==> config.mk <==
export PLATFORM = sky130hd
export DESIGN_NAME = style_match_pipe
export DESIGN_NICKNAME = d
export VERILOG_FILES = /design/src/rtl/style_match_pkg.sv /design/src/rtl/style_lane_cmp.sv /design/src/rtl/style_match_pipe.sv
export SDC_FILE = /design/constraint.sdc
export NUM_CORES = 1
export LEC_CHECK = 0
export BUFFER_PORTS_ARGS = -buffer_cell sky130_fd_sc_hd__buf_4
export CAP_MARGIN = 20
export CORE_MARGIN = 2
export CORE_UTILIZATION = 30
export CTS_CLUSTER_DIAMETER = 30
export DETAILED_ROUTE_END_ITERATION = 6
export PLACE_DENSITY = 0.55
export SYNTH_ARGS = -nofsm -noshare
export SYNTH_HDL_FRONTEND = slang
export SYNTH_SLANG_ARGS = --single-unit
==> constraint.sdc <==
create_clock -name clk -period 3.8 [get_ports clk]
set_input_delay 0.19 -clock clk [delete_from_list [all_inputs] [get_ports clk]]
set_output_delay 0.19 -clock clk [all_outputs]
set_load 0.03 [all_outputs]
==> src/rtl/style_match_pkg.sv <==
// Shared widths, config addresses and the per-lane style record
// for the style_match_pipe slice.
package style_match_pkg;

  localparam int CLASS_W   = 6;
  localparam int STYLE_W   = 6;
  localparam int DISPLAY_W = 5;

  localparam int CFG_PRIM     = 0;
  localparam int CFG_NOPSEUDO = 1;
  localparam int CFG_DISP0    = 2;

  typedef struct packed {
    logic                 elem_valid;
    logic                 is_svg;
    logic [STYLE_W-1:0]   style_type;
    logic [DISPLAY_W-1:0] display;
    logic [CLASS_W-1:0]   class_type;
  } lane_rec_t;

endpackage

==> src/rtl/style_lane_cmp.sv <==
// Single-lane combinational evaluator: primitive-class match and
// valid-display-value match against the programmed reference codes.
module style_lane_cmp
  import style_match_pkg::*;
#(
  parameter int NUM_DISP = 3
) (
  input  lane_rec_t                     rec,
  input  logic [CLASS_W-1:0]            prim_cls,
  input  logic [STYLE_W-1:0]            nopseudo,
  input  logic [NUM_DISP*DISPLAY_W-1:0] slot_code,
  input  logic [NUM_DISP-1:0]           slot_en,
  output logic                          is_prim,
  output logic                          is_disp
);

  logic [NUM_DISP-1:0] slot_hit;

  generate
    for (genvar gi = 0; gi < NUM_DISP; gi++) begin : g_slot
      assign slot_hit[gi] = slot_en[gi] &&
                            (slot_code[gi*DISPLAY_W +: DISPLAY_W] == rec.display);
    end
  endgenerate

  assign is_prim = (rec.class_type == prim_cls);
  // A disabled slot can never hit, so all-disabled forces is_disp low.
  assign is_disp = rec.elem_valid && rec.is_svg &&
                   (rec.style_type == nopseudo) && (|slot_hit);

endmodule

==> src/rtl/style_match_pipe.sv <==
// Two-stage, multi-lane style comparator with programmable reference codes
// and a saturating display-match counter.
module style_match_pipe
  import style_match_pkg::*;
#(
  parameter int LANES    = 4,
  parameter int NUM_DISP = 3,
  parameter int COUNT_W  = 16
) (
  input  logic                          clk,
  input  logic                          rst_n,
  input  logic                          cfg_we,
  input  logic [$clog2(NUM_DISP+2)-1:0] cfg_addr,
  input  logic [5:0]                    cfg_wdata,
  input  logic                          in_valid,
  output logic                          in_ready,
  input  logic [LANES-1:0]              in_elem_valid,
  input  logic [LANES-1:0]              in_is_svg,
  input  logic [6*LANES-1:0]            in_style_type,
  input  logic [5*LANES-1:0]            in_display,
  input  logic [6*LANES-1:0]            in_class_type,
  output logic                          out_valid,
  input  logic                          out_ready,
  output logic [LANES-1:0]              out_is_prim,
  output logic [LANES-1:0]              out_is_disp,
  input  logic                          cnt_clr,
  output logic [COUNT_W-1:0]            match_cnt
);

  localparam int ADDR_W = $clog2(NUM_DISP+2);
  localparam int SUM_W  = COUNT_W + $clog2(LANES+1) + 1;
  localparam logic [COUNT_W-1:0] CNT_MAX = '1;

  logic [CLASS_W-1:0]            prim_cls_reg;
  logic [STYLE_W-1:0]            nopseudo_reg;
  logic [NUM_DISP*DISPLAY_W-1:0] slot_code_reg;
  logic [NUM_DISP-1:0]           slot_en_reg;

  lane_rec_t        in_rec     [LANES];
  lane_rec_t        s1_rec_reg [LANES];
  logic             s1_valid_reg;
  logic             s2_valid_reg;
  logic [LANES-1:0] s2_prim_reg;
  logic [LANES-1:0] s2_disp_reg;
  logic [LANES-1:0] eval_prim;
  logic [LANES-1:0] eval_disp;
  logic             advance;

  logic [SUM_W-1:0]   disp_pop;
  logic [SUM_W-1:0]   cnt_sum;
  logic [COUNT_W-1:0] match_cnt_reg;
  logic [COUNT_W-1:0] match_cnt_next;

  // Addresses beyond the last display slot match no branch and are dropped.
  always_ff @(posedge clk or negedge rst_n) begin
    if (!rst_n) begin
      prim_cls_reg  <= '0;
      nopseudo_reg  <= '0;
      slot_code_reg <= '0;
      slot_en_reg   <= '0;
    end else if (cfg_we) begin
      if (cfg_addr == ADDR_W'(CFG_PRIM))
        prim_cls_reg <= cfg_wdata[CLASS_W-1:0];
      if (cfg_addr == ADDR_W'(CFG_NOPSEUDO))
        nopseudo_reg <= cfg_wdata[STYLE_W-1:0];
      for (int k = 0; k < NUM_DISP; k++) begin
        if (cfg_addr == ADDR_W'(CFG_DISP0 + k)) begin
          slot_code_reg[k*DISPLAY_W +: DISPLAY_W] <= cfg_wdata[DISPLAY_W-1:0];
          slot_en_reg[k]                          <= cfg_wdata[5];
        end
      end
    end
  end

  assign advance  = !s2_valid_reg || out_ready;
  assign in_ready = advance;

  generate
    for (genvar gi = 0; gi < LANES; gi++) begin : g_lane
      assign in_rec[gi] = {in_elem_valid[gi], in_is_svg[gi],
                           in_style_type[gi*6 +: 6], in_display[gi*5 +: 5],
                           in_class_type[gi*6 +: 6]};

      style_lane_cmp #(.NUM_DISP(NUM_DISP)) u_cmp (
        .rec       (s1_rec_reg[gi]),
        .prim_cls  (prim_cls_reg),
        .nopseudo  (nopseudo_reg),
        .slot_code (slot_code_reg),
        .slot_en   (slot_en_reg),
        .is_prim   (eval_prim[gi]),
        .is_disp   (eval_disp[gi])
      );
    end
  endgenerate

  // Both stages move together; a stalled S2 freezes S1 as well.
  always_ff @(posedge clk or negedge rst_n) begin
    if (!rst_n) begin
      s1_valid_reg <= 1'b0;
      s2_valid_reg <= 1'b0;
      s2_prim_reg  <= '0;
      s2_disp_reg  <= '0;
      for (int i = 0; i < LANES; i++) s1_rec_reg[i] <= '0;
    end else if (advance) begin
      s2_valid_reg <= s1_valid_reg;
      s2_prim_reg  <= eval_prim;
      s2_disp_reg  <= eval_disp;
      s1_valid_reg <= in_valid && in_ready;
      for (int i = 0; i < LANES; i++) s1_rec_reg[i] <= in_rec[i];
    end
  end

  always_comb begin
    disp_pop = '0;
    for (int i = 0; i < LANES; i++) disp_pop = disp_pop + SUM_W'(s2_disp_reg[i]);
    cnt_sum        = SUM_W'(match_cnt_reg) + disp_pop;
    match_cnt_next = (cnt_sum > SUM_W'(CNT_MAX)) ? CNT_MAX : cnt_sum[COUNT_W-1:0];
  end

  always_ff @(posedge clk or negedge rst_n) begin
    if (!rst_n)
      match_cnt_reg <= '0;
    else if (cnt_clr)
      match_cnt_reg <= '0;
    else if (s2_valid_reg && out_ready)
      match_cnt_reg <= match_cnt_next;
  end

  assign out_valid   = s2_valid_reg;
  assign out_is_prim = s2_prim_reg;
  assign out_is_disp = s2_disp_reg;
  assign match_cnt   = match_cnt_reg;

endmodule
==> flow_metrics.env <==
export IMPL_run_status="completed"
export IMPL_antenna_found_initial=0
export IMPL_finalSetupTns_ns=0
export IMPL_pre_cts_slack_ns=0.438
export IMPL_rsz0062_at_grt="false"
export IMPL_grt_max_degree=90
export IMPL_ios=117
export IMPL_clock_skew_ns=0.0128
export IMPL_ys_types=46
export IMPL_layout_common_cells="nand2_1 (243), dfrtp_1 (132), buf_4 (121)"
export IMPL_clk_latency_ns=0.42
export IMPL_port_buffers=116
export IMPL_syn_nets=800
export IMPL_cts_root_buf="clkbuf_16"
export IMPL_hpwl_mm=12.2
export IMPL_max_slew_margin_pct=34.9
export IMPL_power_mw=4.43
export IMPL_mappedNetlistArea_mm2=0.00664
export IMPL_grt_pass1_vias=5609
export IMPL_maxCapViolCount=0
export IMPL_drive_gt1_share_pct=21.6
export IMPL_wl_per_cell_um=15.3
export IMPL_die_h_um=153
export IMPL_htreeDepth=4
export IMPL_area_growth_pct=37.8
export IMPL_max_freq_mhz=296
export IMPL_routed_via_count=5340
export IMPL_totalWireLength_mm=17.8
export IMPL_hold_class="primary input to flop"
export IMPL_grt_first_pass_wirelength_mm=29.4
export IMPL_post_cts_setup_buffer_count=0
export IMPL_yosys_warnings=0
export IMPL_first_pass_iters=4
export IMPL_grt_usage_pct=16.0
export IMPL_die_w_um=153
export IMPL_drt_iter0_markers=234
export IMPL_min_path_cells=3
export IMPL_ys_flop_type="dfrtp_1"
export IMPL_synthXorXnorAreaFrac_pct=14.3
export IMPL_gp_congestion=0.806
export IMPL_nets=967
export IMPL_r2r_cells=9
export IMPL_dieArea_mm2=0.0233
export IMPL_synthMuxAreaShare_pct=5.69
export IMPL_synthAdderAreaFrac_pct=1.09
export IMPL_end_kind="flop"
export IMPL_ant_nets=0
export IMPL_seq_area_frac_synth_pct=49.8
export IMPL_fin_crit_sh_pct=88.9
export IMPL_avgSynthCellArea_um2=9.41
export IMPL_crit_required_ns=4.12
export IMPL_crit_fanout=15
export IMPL_synth_top_family_by_area="simple AND/OR/NAND/NOR gates"
export IMPL_synth_seq_cells=132
export IMPL_clk_pin_slew_ns=0.06
export IMPL_fp_row_count=54
export IMPL_synthSimpleGateAreaFrac_pct=22.0
export IMPL_async_flop_share_pct=100
export IMPL_start_util_pct=30.5
export IMPL_cts_made_buffers=17
export IMPL_synth_compound_area_share_pct=3.77
export IMPL_startpoint_type="flop"
export IMPL_utilization_pct=42.0
export IMPL_setup_worst_path_class="flop to flop"
export IMPL_ctsHoldBuffers=77
export IMPL_synth_edf_count=0
export IMPL_layout_commonest_cell="nand2_1"
export IMPL_largest_reg_flops=76
export IMPL_setup_ws_ns=0.423
export IMPL_setup_viol=0
export IMPL_timing_hold_violations_final=0
export IMPL_p_per_area_mw_per_mm2=485
export IMPL_layout_min_cycle_time_ns=3.38
export IMPL_ir_drop_mv=0.204
export IMPL_cts_tree="yes"
export IMPL_gr_total_overflow=0
export IMPL_tightest_slew_ns=0.977
export IMPL_slew_violations=0
export IMPL_core_area_mm2=0.0218
export IMPL_viasPerCell=4.59
export IMPL_fillers=2167
export IMPL_post_route_drc_count=0
export IMPL_diodes=0
export IMPL_cp_data_arrival_time_ns=3.69
export IMPL_clkSinkCount=132
export IMPL_cts_resized=0
export IMPL_clockBufferDepth=2
export IMPL_p_leak_nw=4.35
export IMPL_synth_cells=705
routing by layer:
layer | track usage [%] | routed length (um) | up-vias
li1 | - | - | 2632
met1 | 21.0 | 8160 | 2558
met2 | 25.8 | 8470 | 123
met3 | 4.24 | 850 | 27
met4 | 4.89 | 297 | 0
met5 | 0 | 0 | -
cells in the mapped netlist (2+ instances only):
library cell	count	area share [%]
a31oi_1	2	0.19
o21a_1	2	0.23
o21ai_1	2	0.15
nor3_1	5	0.38
clkbuf_1	37	2.1
o2111a_1	2	0.34
xnor2_1	44	5.8
and4_1	2	0.26
o41ai_1	4	0.53
nor4_1	17	1.6
nor2b_1	2	0.19
nor4bb_1	2	0.30
xor2_1	64	8.4
nand4_1	11	1.0
nor2_1	13	0.74
and3_1	5	0.47
mux2_2	30	5.1
fa_1	3	0.91
inv_1	5	0.28
a22o_1	4	0.53
mux2i_1	4	0.60
dfrtp_1	132	50
o21bai_1	2	0.23
buf_1	13	0.74
a311oi_1	4	0.53
a21oi_1	6	0.45
nand3_1	27	2.0
nand2_1	243	14
final cells by class:
type,count,area [um2],area share [%]
sequential,132,3300,36.1
tap,280,350,3.83
multi-input combinational,515,3110,34.1
clock buffer,21,480,5.26
timing repair buffer,200,1730,18.9
inverter,6,22.5,0.246
clock inverter,10,144,1.57
where the power goes:
part	internal, mW	switching [mW]
Combinational	0.456	0.368
Clock	1.10	0.632
Sequential	1.59	0.285
Total	3.15	1.28
worst paths after layout:
| path | from | end | slack, ns |
|---|---|---|---|
| worst min-delay path | in_style_type[15] | s1_rec_reg[33]$_DFFE_PN0N_ | 0.02 |
| worst max register to register | out_is_disp[0]$_DFFE_PN0N_ | match_cnt[5]$_DFFE_PN0P_ | 0.42 |
| worst max-delay path | out_is_disp[0]$_DFFE_PN0N_ | match_cnt[5]$_DFFE_PN0P_ | 0.42 |
| min in group asynchronous | rst_n | s1_rec_reg[6]$_DFFE_PN0N_ | 0.14 |
| worst min register to register | s1_rec_reg[37]$_DFFE_PN0N_ | s1_rec_reg[37]$_DFFE_PN0N_ | 0.47 |
| max in group asynchronous | rst_n | s1_rec_reg[58]$_DFFE_PN0N_ | 2.73 |
stage by stage:
stage,area (um2),hold WS (ns),std cells
floorplan,6640,-0.106,705
global placement,7720,0.392,1055
detailed placement,7720,0.392,1055
CTS,9110,0.00435,1163
global route,9140,0.0202,1164
finish,9140,0.0156,1164
logic make-up (layout without fill, tap and decap cells):
| logic type | after synthesis | count (layout) |
|---|---|---|
| xor gates and xnor gates | 108 | 108 |
| AOI/OAI and AO/OA | 33 | 33 |
| muxes | 34 | 34 |
| adders and majority gates | 4 | 4 |
| buffers and inverters | 58 | 237 |
| DFF | 132 | 132 |
| and+or+nand+nor | 336 | 336 |
worst max-delay path, cell delays in order, from the launching register on:
cell and delay, ns:
dfrtp_1 0.42, fa_1 0.54, inv_1 0.05, fa_1 0.37, inv_1 0.08, fa_1 0.25
nand4_2 0.17, or4_1 0.85, and2_4 0.31, a311oi_1 0.25
(Power assumes the default switching activity.)
